File: config.mk
export PLATFORM = sky130hd
export DESIGN_NAME = life_controller
export DESIGN_NICKNAME = d
export VERILOG_FILES = /design/src/rtl/life_controller_pkg.sv /design/src/rtl/life_controller_frame_delay.sv /design/src/rtl/life_controller.sv
export SDC_FILE = /design/constraint.sdc
export NUM_CORES = 1
export LEC_CHECK = 0
export ABC_AREA = 0
export BUFFER_PORTS_ARGS = -buffer_cell sky130_fd_sc_hd__buf_4
export CELL_PAD_IN_SITES_DETAIL_PLACEMENT = 0
export CELL_PAD_IN_SITES_GLOBAL_PLACEMENT = 1
export CORE_UTILIZATION = 42
export DETAILED_ROUTE_END_ITERATION = 12
export PLACE_DENSITY = 0.81
export SLEW_MARGIN = 40
export SYNTH_ARGS = -nofsm -noshare
export SYNTH_HDL_FRONTEND = slang
export SYNTH_SLANG_ARGS = --single-unit
File: constraint.sdc
create_clock -name clk -period 2.22 [get_ports clk]
set_input_delay 0.222 -clock clk [delete_from_list [all_inputs] [get_ports clk]]
set_output_delay 0.222 -clock clk [all_outputs]
set_load 0.01 [all_outputs]
File: src/rtl/life_controller_pkg.sv
// Shared constants and state type for the life/respawn game-state logic.
package defines;

  localparam int LIFE_INIT      = 3;
  localparam int LIFE_MAX       = 9;
  localparam int RESPAWN_FRAMES = 60;

  typedef enum logic [1:0] {
    IDLE,
    PLAY,
    RESPAWN,
    GAME_OVER
  } life_state_t;

endpackage

File: src/rtl/life_controller_frame_delay.sv
// frame_delay_counter: counts start-of-frame ticks while not cleared and
// flags the tick that completes RESPAWN_FRAMES frames.
module frame_delay_counter #(
  parameter int RESPAWN_FRAMES = defines::RESPAWN_FRAMES
) (
  input  logic clk,
  input  logic reset,
  input  logic clear,
  input  logic startOfFrame,
  output logic done
);

  localparam int CW = $clog2(RESPAWN_FRAMES + 1);
  localparam logic [CW-1:0] LAST = CW'(RESPAWN_FRAMES - 1);

  logic [CW-1:0] count_q;

  // Combinational so the owner can react in the same cycle as the final tick.
  assign done = !clear && startOfFrame && (count_q == LAST);

  always_ff @(posedge clk or posedge reset) begin
    if (reset) begin
      count_q <= '0;
    end else if (clear) begin
      count_q <= '0;
    end else if (startOfFrame) begin
      count_q <= count_q + 1'b1;
    end
  end

endmodule

File: src/rtl/life_controller.sv
// life_controller: owns the life count, respawn delay and game-over state.
// Optional extra-life support is enabled by defining LIFE_CTRL_EXTRA_LIFE_EN.
module life_controller
  import defines::*;
#(
  parameter int LIFE_INIT      = defines::LIFE_INIT,
  parameter int LIFE_MAX       = defines::LIFE_MAX,
  parameter int RESPAWN_FRAMES = defines::RESPAWN_FRAMES
) (
  input  logic       clk,
  input  logic       reset,
  input  logic       startOfFrame,
  input  logic       newGame,
  input  logic       ballLost,
  input  logic       extraLife,
  output logic [3:0] life,
  output logic       respawnActive,
  output logic       ballRespawn,
  output logic       gameOver
);

  localparam logic [3:0] INIT4 = 4'(LIFE_INIT);

  life_state_t state_q, state_d;
  logic [3:0]  life_q, life_d;
  logic        respawn_pulse_d;
  logic        respawn_active_q, ball_respawn_q, game_over_q;
  logic        frames_done;
  logic        gain;
  logic [3:0]  life_inc;

`ifdef LIFE_CTRL_EXTRA_LIFE_EN
  localparam logic [3:0] MAX4 = 4'(LIFE_MAX);
  assign gain     = extraLife;
  assign life_inc = (life_q >= MAX4) ? MAX4 : life_q + 4'd1;
`else
  logic unused_extra_life;
  assign unused_extra_life = extraLife;
  assign gain              = 1'b0;
  assign life_inc          = life_q;
`endif

  frame_delay_counter #(
    .RESPAWN_FRAMES(RESPAWN_FRAMES)
  ) u_respawn_delay (
    .clk         (clk),
    .reset       (reset),
    .clear       ((state_q != RESPAWN) || newGame),
    .startOfFrame(startOfFrame),
    .done        (frames_done)
  );

  always_comb begin
    // NOTE: every target gets a default first so no path can infer a latch.
    state_d         = state_q;
    life_d          = life_q;
    respawn_pulse_d = 1'b0;
    if (newGame) begin
      state_d         = PLAY;
      life_d          = INIT4;
      respawn_pulse_d = 1'b1;
    end else begin
      unique case (state_q)
        IDLE: ;
        PLAY: begin
          if (ballLost) begin
            if (gain) begin
              // Decrement applies to the saturated increment: MAX stays MAX-1.
              life_d  = life_inc - 4'd1;
              state_d = RESPAWN;
            end else if (life_q >= 4'd2) begin
              life_d  = life_q - 4'd1;
              state_d = RESPAWN;
            end else begin
              life_d  = '0;
              state_d = GAME_OVER;
            end
          end else if (gain) begin
            life_d = life_inc;
          end
        end
        RESPAWN: begin
          if (gain) life_d = life_inc;
          if (frames_done) begin
            state_d         = PLAY;
            respawn_pulse_d = 1'b1;
          end
        end
        GAME_OVER: life_d = '0;
        default:   state_d = IDLE;
      endcase
    end
  end

  // NOTE: sequential state uses non-blocking assignments only; the async
  // reset returns every output register to its idle value immediately.
  always_ff @(posedge clk or posedge reset) begin
    if (reset) begin
      state_q          <= IDLE;
      life_q           <= INIT4;
      respawn_active_q <= 1'b0;
      ball_respawn_q   <= 1'b0;
      game_over_q      <= 1'b0;
    end else begin
      state_q          <= state_d;
      life_q           <= life_d;
      respawn_active_q <= (state_d == RESPAWN);
      ball_respawn_q   <= respawn_pulse_d;
      game_over_q      <= (state_d == GAME_OVER);
    end
  end

  assign life          = life_q;
  assign respawnActive = respawn_active_q;
  assign ballRespawn   = ball_respawn_q;
  assign gameOver      = game_over_q;

endmodule

# Yosys cells after proc, flatten, opt, wreduce, memory -nomap -nowiden
# Cells that the tools add are included.
# W data, S select, Z words.
# op_classes
n_mux	14
n_lt_le_gt_ge	1
n_reduce_logical	7
n_eq_ne	8
n_addsub	2
# ops
operator	count
$mux W4	3
$mux W6	2
$eq A2 B2 Y1 const B	4
$pmux W4 S2	1
$add A6 B1 Y6 const B	1
$eq A6 B6 Y1 const B	1
$mux W2	3
$ge A4 B2 Y1 const B	1
$mux W1	4
$pmux W2 S2	1
$sub A4 B1 Y4 const B	1
$ne A3 B3 Y1 const B	1
$reduce_bool A3 Y1	1
$eq A2 B1 Y1 const B	1
$logic_and A1 B1 Y1	2
$ne A2 B2 Y1 const B	1
$reduce_and A2 Y1	1
$reduce_bool A2 Y1	1
$logic_not A1 Y1	1
$logic_or A1 B1 Y1	1
# totals
inputBits	6
word_cells	38
output_inout_bits	7
reg_bits	15

# Logic depth before layout (Yosys ltp)
# Gate-level depths: netlist (run 1).
# logic_depth
word_depth	9
mapped_depth	7
mapped_depth_nobuf	6

# Modules after synthesis
# A second synthesis (run 1) with hierarchy kept.
# hier_totals
hier_cells	84
hier_area_um2	814.5
# modules_own_cells
mod	cells_per_inst	instances	seq_area_each_um2	area_per_inst_um2
life_controller	55	1	227.7	521.8
frame_delay_counter	29	1	150.1	292.8

# Worst setup path after synthesis (run 1)
# No wires, ideal clock.
# synth_path
path_type	reg2reg
start	reg life_q[0], in the netlist life[0]
end	reg game_over_q, in the netlist gameOver
setup_time_ps	95
t_required_ps	2125
stages_incl_launch_ff	6
synth_period_minus_slack_ps	1747
t_arrival_ps	1651
setup_slack_ps	473
cell_sequence	dfstp_2 inv_1 ha_1 nor4_2 a31oi_1 o32ai_2
# synth_via
elab_chain_len	6
# synth_lines
item	line_no	rtl
from (decl)	life_controller.sv:25	logic [3:0] life_q, life_d;
from (signal assigned)	life_controller.sv:106	life_q <= life_d;
$ge A4 B2 Y1	life_controller.sv:71	end else if (life_q >= 4'd2) begin
$mux W1	life_controller.sv:71	
$mux W2	life_controller.sv:66	if (ballLost) begin
$pmux W2 S2	life_controller.sv:63	unique case (state_q)
$mux W2	life_controller.sv:58	if (newGame) begin
$eq A2 B2 Y1	life_controller.sv:109	game_over_q <= (state_d == GAME_OVER);
to (signal assigned)	life_controller.sv:109	
to (decl)	life_controller.sv:27	logic respawn_active_q, ball_respawn_q, game_over_q;
# Every way passes these cells.
# A chain may end at the register's enable or synchronous reset.

# Worst setup path after layout (run 1)
# layout_path
start	reg state_q[1]
end	reg life_q[2], in the netlist life[2]
# layout_via
elab_chain_len	3
# layout_lines
item	line_no	rtl
from (decl)	life_controller.sv:24	life_state_t state_q, state_d;
from (signal assigned)	life_controller.sv:105	state_q <= state_d;
$eq A2 B2 Y1 or $eq A2 B1 Y1 (tied branches)	life_controller.sv:63	
$pmux W4 S2, or another cell as far along	life_controller.sv:63	
$mux W4 or $reduce_and A2 Y1 (tied branches)	--	
# Several ways; a longest one is shown, not always the timed one.

==> results of run 1 <==
[metal layers]
| layer | vias up | routed length, um | GRT usage (%) | share of wire [%] |
|---|---|---|---|---|
| met2 | 9 | 852 | 29.6 | 54 |
| met3 | 0 | 50 | 6.79 | 3.1 |
| met4 | 0 | 0 | 1.67 | 0 |
| met1 | 344 | 688 | 17.1 | 43 |
| li1 | 335 | - | - | - |
| met5 | - | 0 | 0 | 0 |
[cell type report]
| cell class | count | area [um2] | area share (%) |
|---|---|---|---|
| clock buffer | 4 | 26.3 | 2.62 |
| inverter | 6 | 22.5 | 2.24 |
| multi-input combinational | 64 | 454 | 45.2 |
| sequential | 15 | 378 | 37.6 |
| tap | 27 | 33.8 | 3.36 |
| timing repair buffer | 12 | 90.1 | 8.97 |
[layout by cell type (no fill, tap or decap), types with 2 or more instances in the layout]
| cell type | count |
|---|---|
| a21oi_1 | 6 |
| buf_4 | 12 |
| clkbuf_4 | 3 |
| o21ai_0 | 7 |
| dfrtp_1 | 13 |
| inv_1 | 6 |
| mux2i_1 | 2 |
| nor2b_1 | 3 |
| xor2_1 | 3 |
| o41ai_1 | 2 |
| ha_1 | 6 |
| nand2_1 | 7 |
| dfstp_2 | 2 |
| nand4_1 | 2 |
| nor2_1 | 7 |
[state kept, by name, indices dropped and copies added (netlist names)]
name                     cells
respawnActive                1
ballRespawn                  1
u_respawn_delay.count_q      6
state_q                      2
gameOver                     1
life                         4
[logic make-up (layout without fill, tap and decap cells)]
group,Yosys count,in the layout
buf+inv,8,22
flops,15,15
compound gates,20,20
fa+ha+maj,6,6
simple gates,32,32
mux,2,2
xor+xnor,4,4
[power groups by stage]
| stage | Sequential (mW) | Clock (mW) | Combinational, mW |
|---|---|---|---|
| after global routing | 0.402 | 0.184 | 0.501 |
| after floorplan | 0.404 | 0 | 0.310 |
| after global placement | 0.394 | 0 | 0.442 |
| after CTS | 0.393 | 0.162 | 0.457 |
| after detailed placement | 0.399 | 0 | 0.454 |
| final | 0.394 | 0.156 | 0.451 |
[cell usage after synthesis]
| cell | instances |
|---|---|
| o21ai_0 | 7 |
| dfrtp_1 | 13 |
| o32ai_2 | 1 |
| o22a_1 | 1 |
| dfstp_2 | 2 |
| buf_4 | 1 |
| or3_4 | 1 |
| or3_1 | 1 |
| ha_1 | 6 |
| a21oi_1 | 6 |
| o41ai_1 | 2 |
| nand3b_1 | 1 |
| nand2_1 | 7 |
| nand2b_1 | 1 |
| and2_1 | 1 |
| o211ai_1 | 1 |
| nor4b_1 | 1 |
| nor3_1 | 1 |
| nor4_2 | 1 |
| nor2b_1 | 3 |
| nand3_1 | 1 |
| nand4_1 | 2 |
| nor2_1 | 7 |
| xor2_1 | 3 |
| or2_4 | 1 |
| nand2b_4 | 1 |
| nand4b_1 | 1 |
| xnor2_1 | 1 |
| buf_6 | 1 |
| mux2i_1 | 2 |
| a311o_2 | 1 |
| or4_1 | 1 |
| inv_1 | 6 |
| a31oi_1 | 1 |
[worst max-delay path: cells and delay by family, from the launching register on]
family,cells,cell delay (ns)
AOI/OAI and AO/OA,1,0.14
adders and majority gates,1,0.31
and+or+nand+nor,1,0.49
buffers and inverters,1,0.09
muxes,1,0.22
DFF,1,0.47
[worst max-delay path by stage]
stage,from,to,slack (ns),cells after the start
final,state_q[1],life[2],0.43,5
after global routing,state_q[1],life[2],0.32,5
after CTS,state_q[1],life[2],0.42,5
after detailed placement,state_q[1],life[2],0.45,5
after global placement,state_q[1],life[2],0.48,5
after floorplan,life[0],gameOver,0.47,5
[per-stage QoR]
step	setup slack, ns	cells	hold WS (ns)	utilization [%]	area (um2)
floorplan	0.473	87	0.122	-	873
global placement	0.482	124	0.316	49.9	978
detailed placement	0.454	124	0.327	49.9	978
CTS	0.425	128	0.00836	51.2	1000
global route	0.323	128	0.0270	51.2	1000
finish	0.427	128	-0.0107	51.2	1000
==> impl_metrics.toml, run 1 <==
[power_and_ir_drop]
p_seq_share_pct = 39.4
p_per_area_mw_per_mm2 = 996
peakVddDrop_uv = 433
comb_power_share_pct = 45.0
power_switching_mw = 0.394
p_clk_share_pct = 15.6
leakage_nw = 0.455
p_total_mw = 1.00
p_int_mw = 0.607
sw_frac_of_total_pct = 39.4

[synth]
synth_top_area_share_pct = 37.2
synth_cell_types = 34
synth_seq_area_share_pct = 43.3
synth-simple-area-share_pct = 21.9
synth_xor_area_share_pct = 4.01
synthMuxAreaShare_pct = 2.29
yosys.area.top_type = "dfrtp_1"
synth_compound_area_share_pct = 15.2
synth_area_um2 = 873
synth_area_leaders = "dfrtp_1 37%, ha_1 8.6%, dfstp_2 6.0%, o21ai_0 4.0%, a21oi_1 3.4%"
yosysWarnings = 0
synth-adder-area-share_pct = 8.60
syn_inst = 87
synth_top_family_by_area = "simple AND/OR/NAND/NOR gates"
synth_seq_cells = 15
avgSynthCellArea_um2 = 10.0
synth_nets = 99

[run_status]
violations = "negative hold slack"
status = "finished, violations left"

[floorplan]
core_mm2 = 0.00196
start_util_pct = 44.5
fp.dieW_um = 47.6
io_pins = 13
fp.dieH_um = 47.6
rows = 16
dieArea_mm2 = 0.00227

[timing]
tightest_slew_ns = 0.574
fmax_ghz = 0.558
skew_ns = 0.00659
maxSlewHeadroom_pct = 61.7
maxSlewViolCount = 0
hold_ws_ns = -0.0107
setup_tns_ns = 0
rsz0062_at_grt = "false"
finalCriticalPeriod_ns = 1.79
hold_violations = 13
setup_viol = 0
fin_crit_sh_pct = 80.8

[placement]
io_buffer_count = 11
gp_congestion = 0.773
hpwl_mm = 1.20

[clock_network]
cts_made_buffers = 3
clock-sinks = 15
clk_pin_slew_ns = 0.09
cts_setup_buffers = 0
insertion_delay_ns = 0.28
cts-htree-levels = 1
root_buffer = "clkbuf_4"
post_cts_resized = 0
cts_buffer_depth = 2
postCtsHoldBufs = 0
cts_tree = "yes"

[cells_and_area]
nets = 114
antenna_cells = 0
layout-drive-gt1-share_pct = 22.8
n_fill_cell = 201
syn_to_final_growth_pct = 15.0

[worst_setup_path]
worstPathCellList = "inv_1, ha_1, mux2i_1, or4_1, a21oi_1"
worstReg2RegEnd = "life[2]"
worstReg2RegStart = "state_q[1]"
worstPathMaxFanout = 8
required_ns = 2.44
crit_type = "flip-flop to flip-flop"
critPathArrivalTime_ns = 2.01
start_kind = "flip-flop"
reg2reg_depth = 5
r2r_slack_ns = 0.43
slowest_stage = "or4_1"
end_kind = "flip-flop"
cpPeakStageDelay_ns = 0.49

[global_route]
grt_pass1_vias = 589
antenna_found_initial = 0
grt.overflow.total = 0
grt_max_degree = 16
grt_pass1_wl_mm = 2.48
track_usage_pct = 15.8

[detailed_routing]
drc_errors = 0
routed_wl_mm = 1.59
ant_nets = 0
drt_iter0_drc = 13
viasPerCell = 5.38
via_count = 688
wire_per_inst_um = 12.4
dr.pass1.iters = 4

[flow_run]
max_cap_violations = 0

[min_path]
min_path_type = "primary input to async pin"
Note: power is estimated with default switching activity, not from simulation.
==> run 2, diff against run 1 <==
- CORE_UTILIZATION: 42 -> 38
- PLACE_DENSITY: 0.81 -> 0.78
- clock period: 2.22 -> 1.5 ns (I/O delays scaled with it)
==> impl_metrics.toml, run 2 (same netlist as run 1, synthesis figures left out) <==
[detailed_routing]
routed_wl_mm = 1.75
wl_met1_um = 784
dr.pass1.iters = 2
viasPerCell = 5.10
via_count = 730
wl_met3_um = 74
drc_errors = 0
met2WireLength_um = 864
wire_per_inst_um = 12.2
drt_iter0_drc = 6
ant_nets = 0
top_layer = "met4"

[clock_network]
clk_pin_slew_ns = 0.11
clock-sinks = 15
insertion_delay_ns = 0.30
root_buffer = "clkbuf_4"
cts_tree = "yes"
cts_made_buffers = 3
cts-htree-levels = 1
cts_buffer_depth = 2

[min_path]
min_path_type = "primary input to flip-flop"

[cells_and_area]
layout.cells.most_common = "buf_4"
layout-drive-gt1-share_pct = 43.1
stdcell_count = 143
largest_reg_flops = 6
layout_common_cells = "26 x buf_4, 12 x dfrtp_1, 7 x nand2_1, 7 x nor2_1"
syn_to_final_growth_pct = 37.5
regMostFlops = "u_respawn_delay.count_q"
fin_area_mm2 = 0.00120
antenna_cells = 0
nets = 129

[timing]
finalCriticalPeriod_ns = 1.50
layout_setup_ws_ns = -0.00444
rsz0062_at_grt = "true"
maxSlewHeadroom_pct = 63.1
fin_crit_sh_pct = 100
maxSlewViolCount = 0
hold_violations = 0
fmax_ghz = 0.665
tightest_slew_ns = 0.553
setup_viol = 1
skew_ns = 0.0194

[power_and_ir_drop]
p_int_mw = 1.21
leakage_nw = 0.522
sw_frac_of_total_pct = 37.8
p_seq_share_pct = 29.3
p_total_mw = 1.95
p_clk_share_pct = 12.5
comb_power_share_pct = 58.1
p_per_area_mw_per_mm2 = 1620
peakVddDrop_uv = 981
power_switching_mw = 0.737

[placement]
hpwl_mm = 1.32
io_buffer_count = 11
gp_congestion = 0.826
place_area_mm2 = 0.00111
dp.cells = 136

[global_route]
grt.overflow.total = 0
grt_pass1_vias = 712
track_usage_pct = 15.7
grt_pass1_wl_mm = 2.93
grt_max_degree = 16
antenna_found_initial = 0

[worst_setup_path]
end_kind = "flip-flop"
worstPathMaxFanout = 4
start_kind = "flip-flop"
critPathArrivalTime_ns = 1.74
crit_type = "flip-flop to flip-flop"
required_ns = 1.74
r2r_slack_ns = -0.004

[floorplan]
start_util_pct = 42.4
core_mm2 = 0.00206
fp.dieW_um = 49.9
io_pins = 13
dieArea_mm2 = 0.00249
fp.dieH_um = 49.9
rows = 16

[run_status]
violations = "negative setup slack"
status = "finished, violations left"

[flow_run]
max_cap_violations = 0
[run 2: path summary, 6_finish.rpt]
path                                            start                         end  depth (start not counted)
setup reg to reg                           state_q[1]                     life[2]                          4
hold reg to reg            u_respawn_delay.count_q[5]  u_respawn_delay.count_q[5]                          2
max in group asynchronous                       reset                  state_q[1]                          3
setup / recovery                           state_q[1]                     life[2]                          4
min in group asynchronous                       reset  u_respawn_delay.count_q[2]                          3
hold / removal                                newGame                     life[2]                          2
[run 2: critical path: stages, from the launching register on]
cell	delay [ns]
dfrtp_2	0.46
buf_4	0.15
ha_4	0.17
or4_4	0.53
a21oi_2	0.13
[run 2: repair_timing]
action / CTS / global route
endpoints found under the setup margin: 5 / 5
pin swaps: 2 / 0
hold endpoints to repair: 13 / 0
resized for setup: 8 / 4
buffers inserted: 0 / 2
hold buffers: 1 / 0
[run 2: area by class of cell]
type,instances,area (um2)
Multi-Input combinational cell,64,533
Fill cell,176,861
Tap cell,27,33.8
Timing Repair Buffer,27,205
Sequential cell,15,379
Inverter,6,22.5
Clock buffer,3,22.5
Clock inverter,1,5.00
[run 2: power by group through the flow]
stage	Sequential [mW]	Clock [mW]	Combinational, mW
2_1_floorplan	0.610	0	0.564
3_3_place_gp	0.563	0	0.960
3_5_place_dp	0.570	0	0.977
4_1_cts	0.574	0.244	1.04
5_1_grt	0.581	0.269	1.24
6_report	0.572	0.244	1.13
[run 2: per-stage QoR]
step           utilization, %  setup WS, ns  TNS (ns)  hold WS (ns)
6_report                 58.3      -0.00444  -0.00444        0.0673
3_5_place_dp             53.7       -0.0626    -0.177         0.243
4_1_cts                  56.9       -0.0295   -0.0623        0.0786
3_3_place_gp             53.7       -0.0321   -0.0651         0.247
2_1_floorplan               -       -0.0254   -0.0466        0.0500
5_1_grt                  58.3       -0.0804    -0.305        0.0647
[run 2: per-layer routing]
metal | global-route usage (%) | vias to the layer above
li1 | - | 368
met1 | 18.5 | 345
met2 | 26.6 | 12
met3 | 5.25 | 5
met4 | 4.76 | 0
met5 | 0 | -
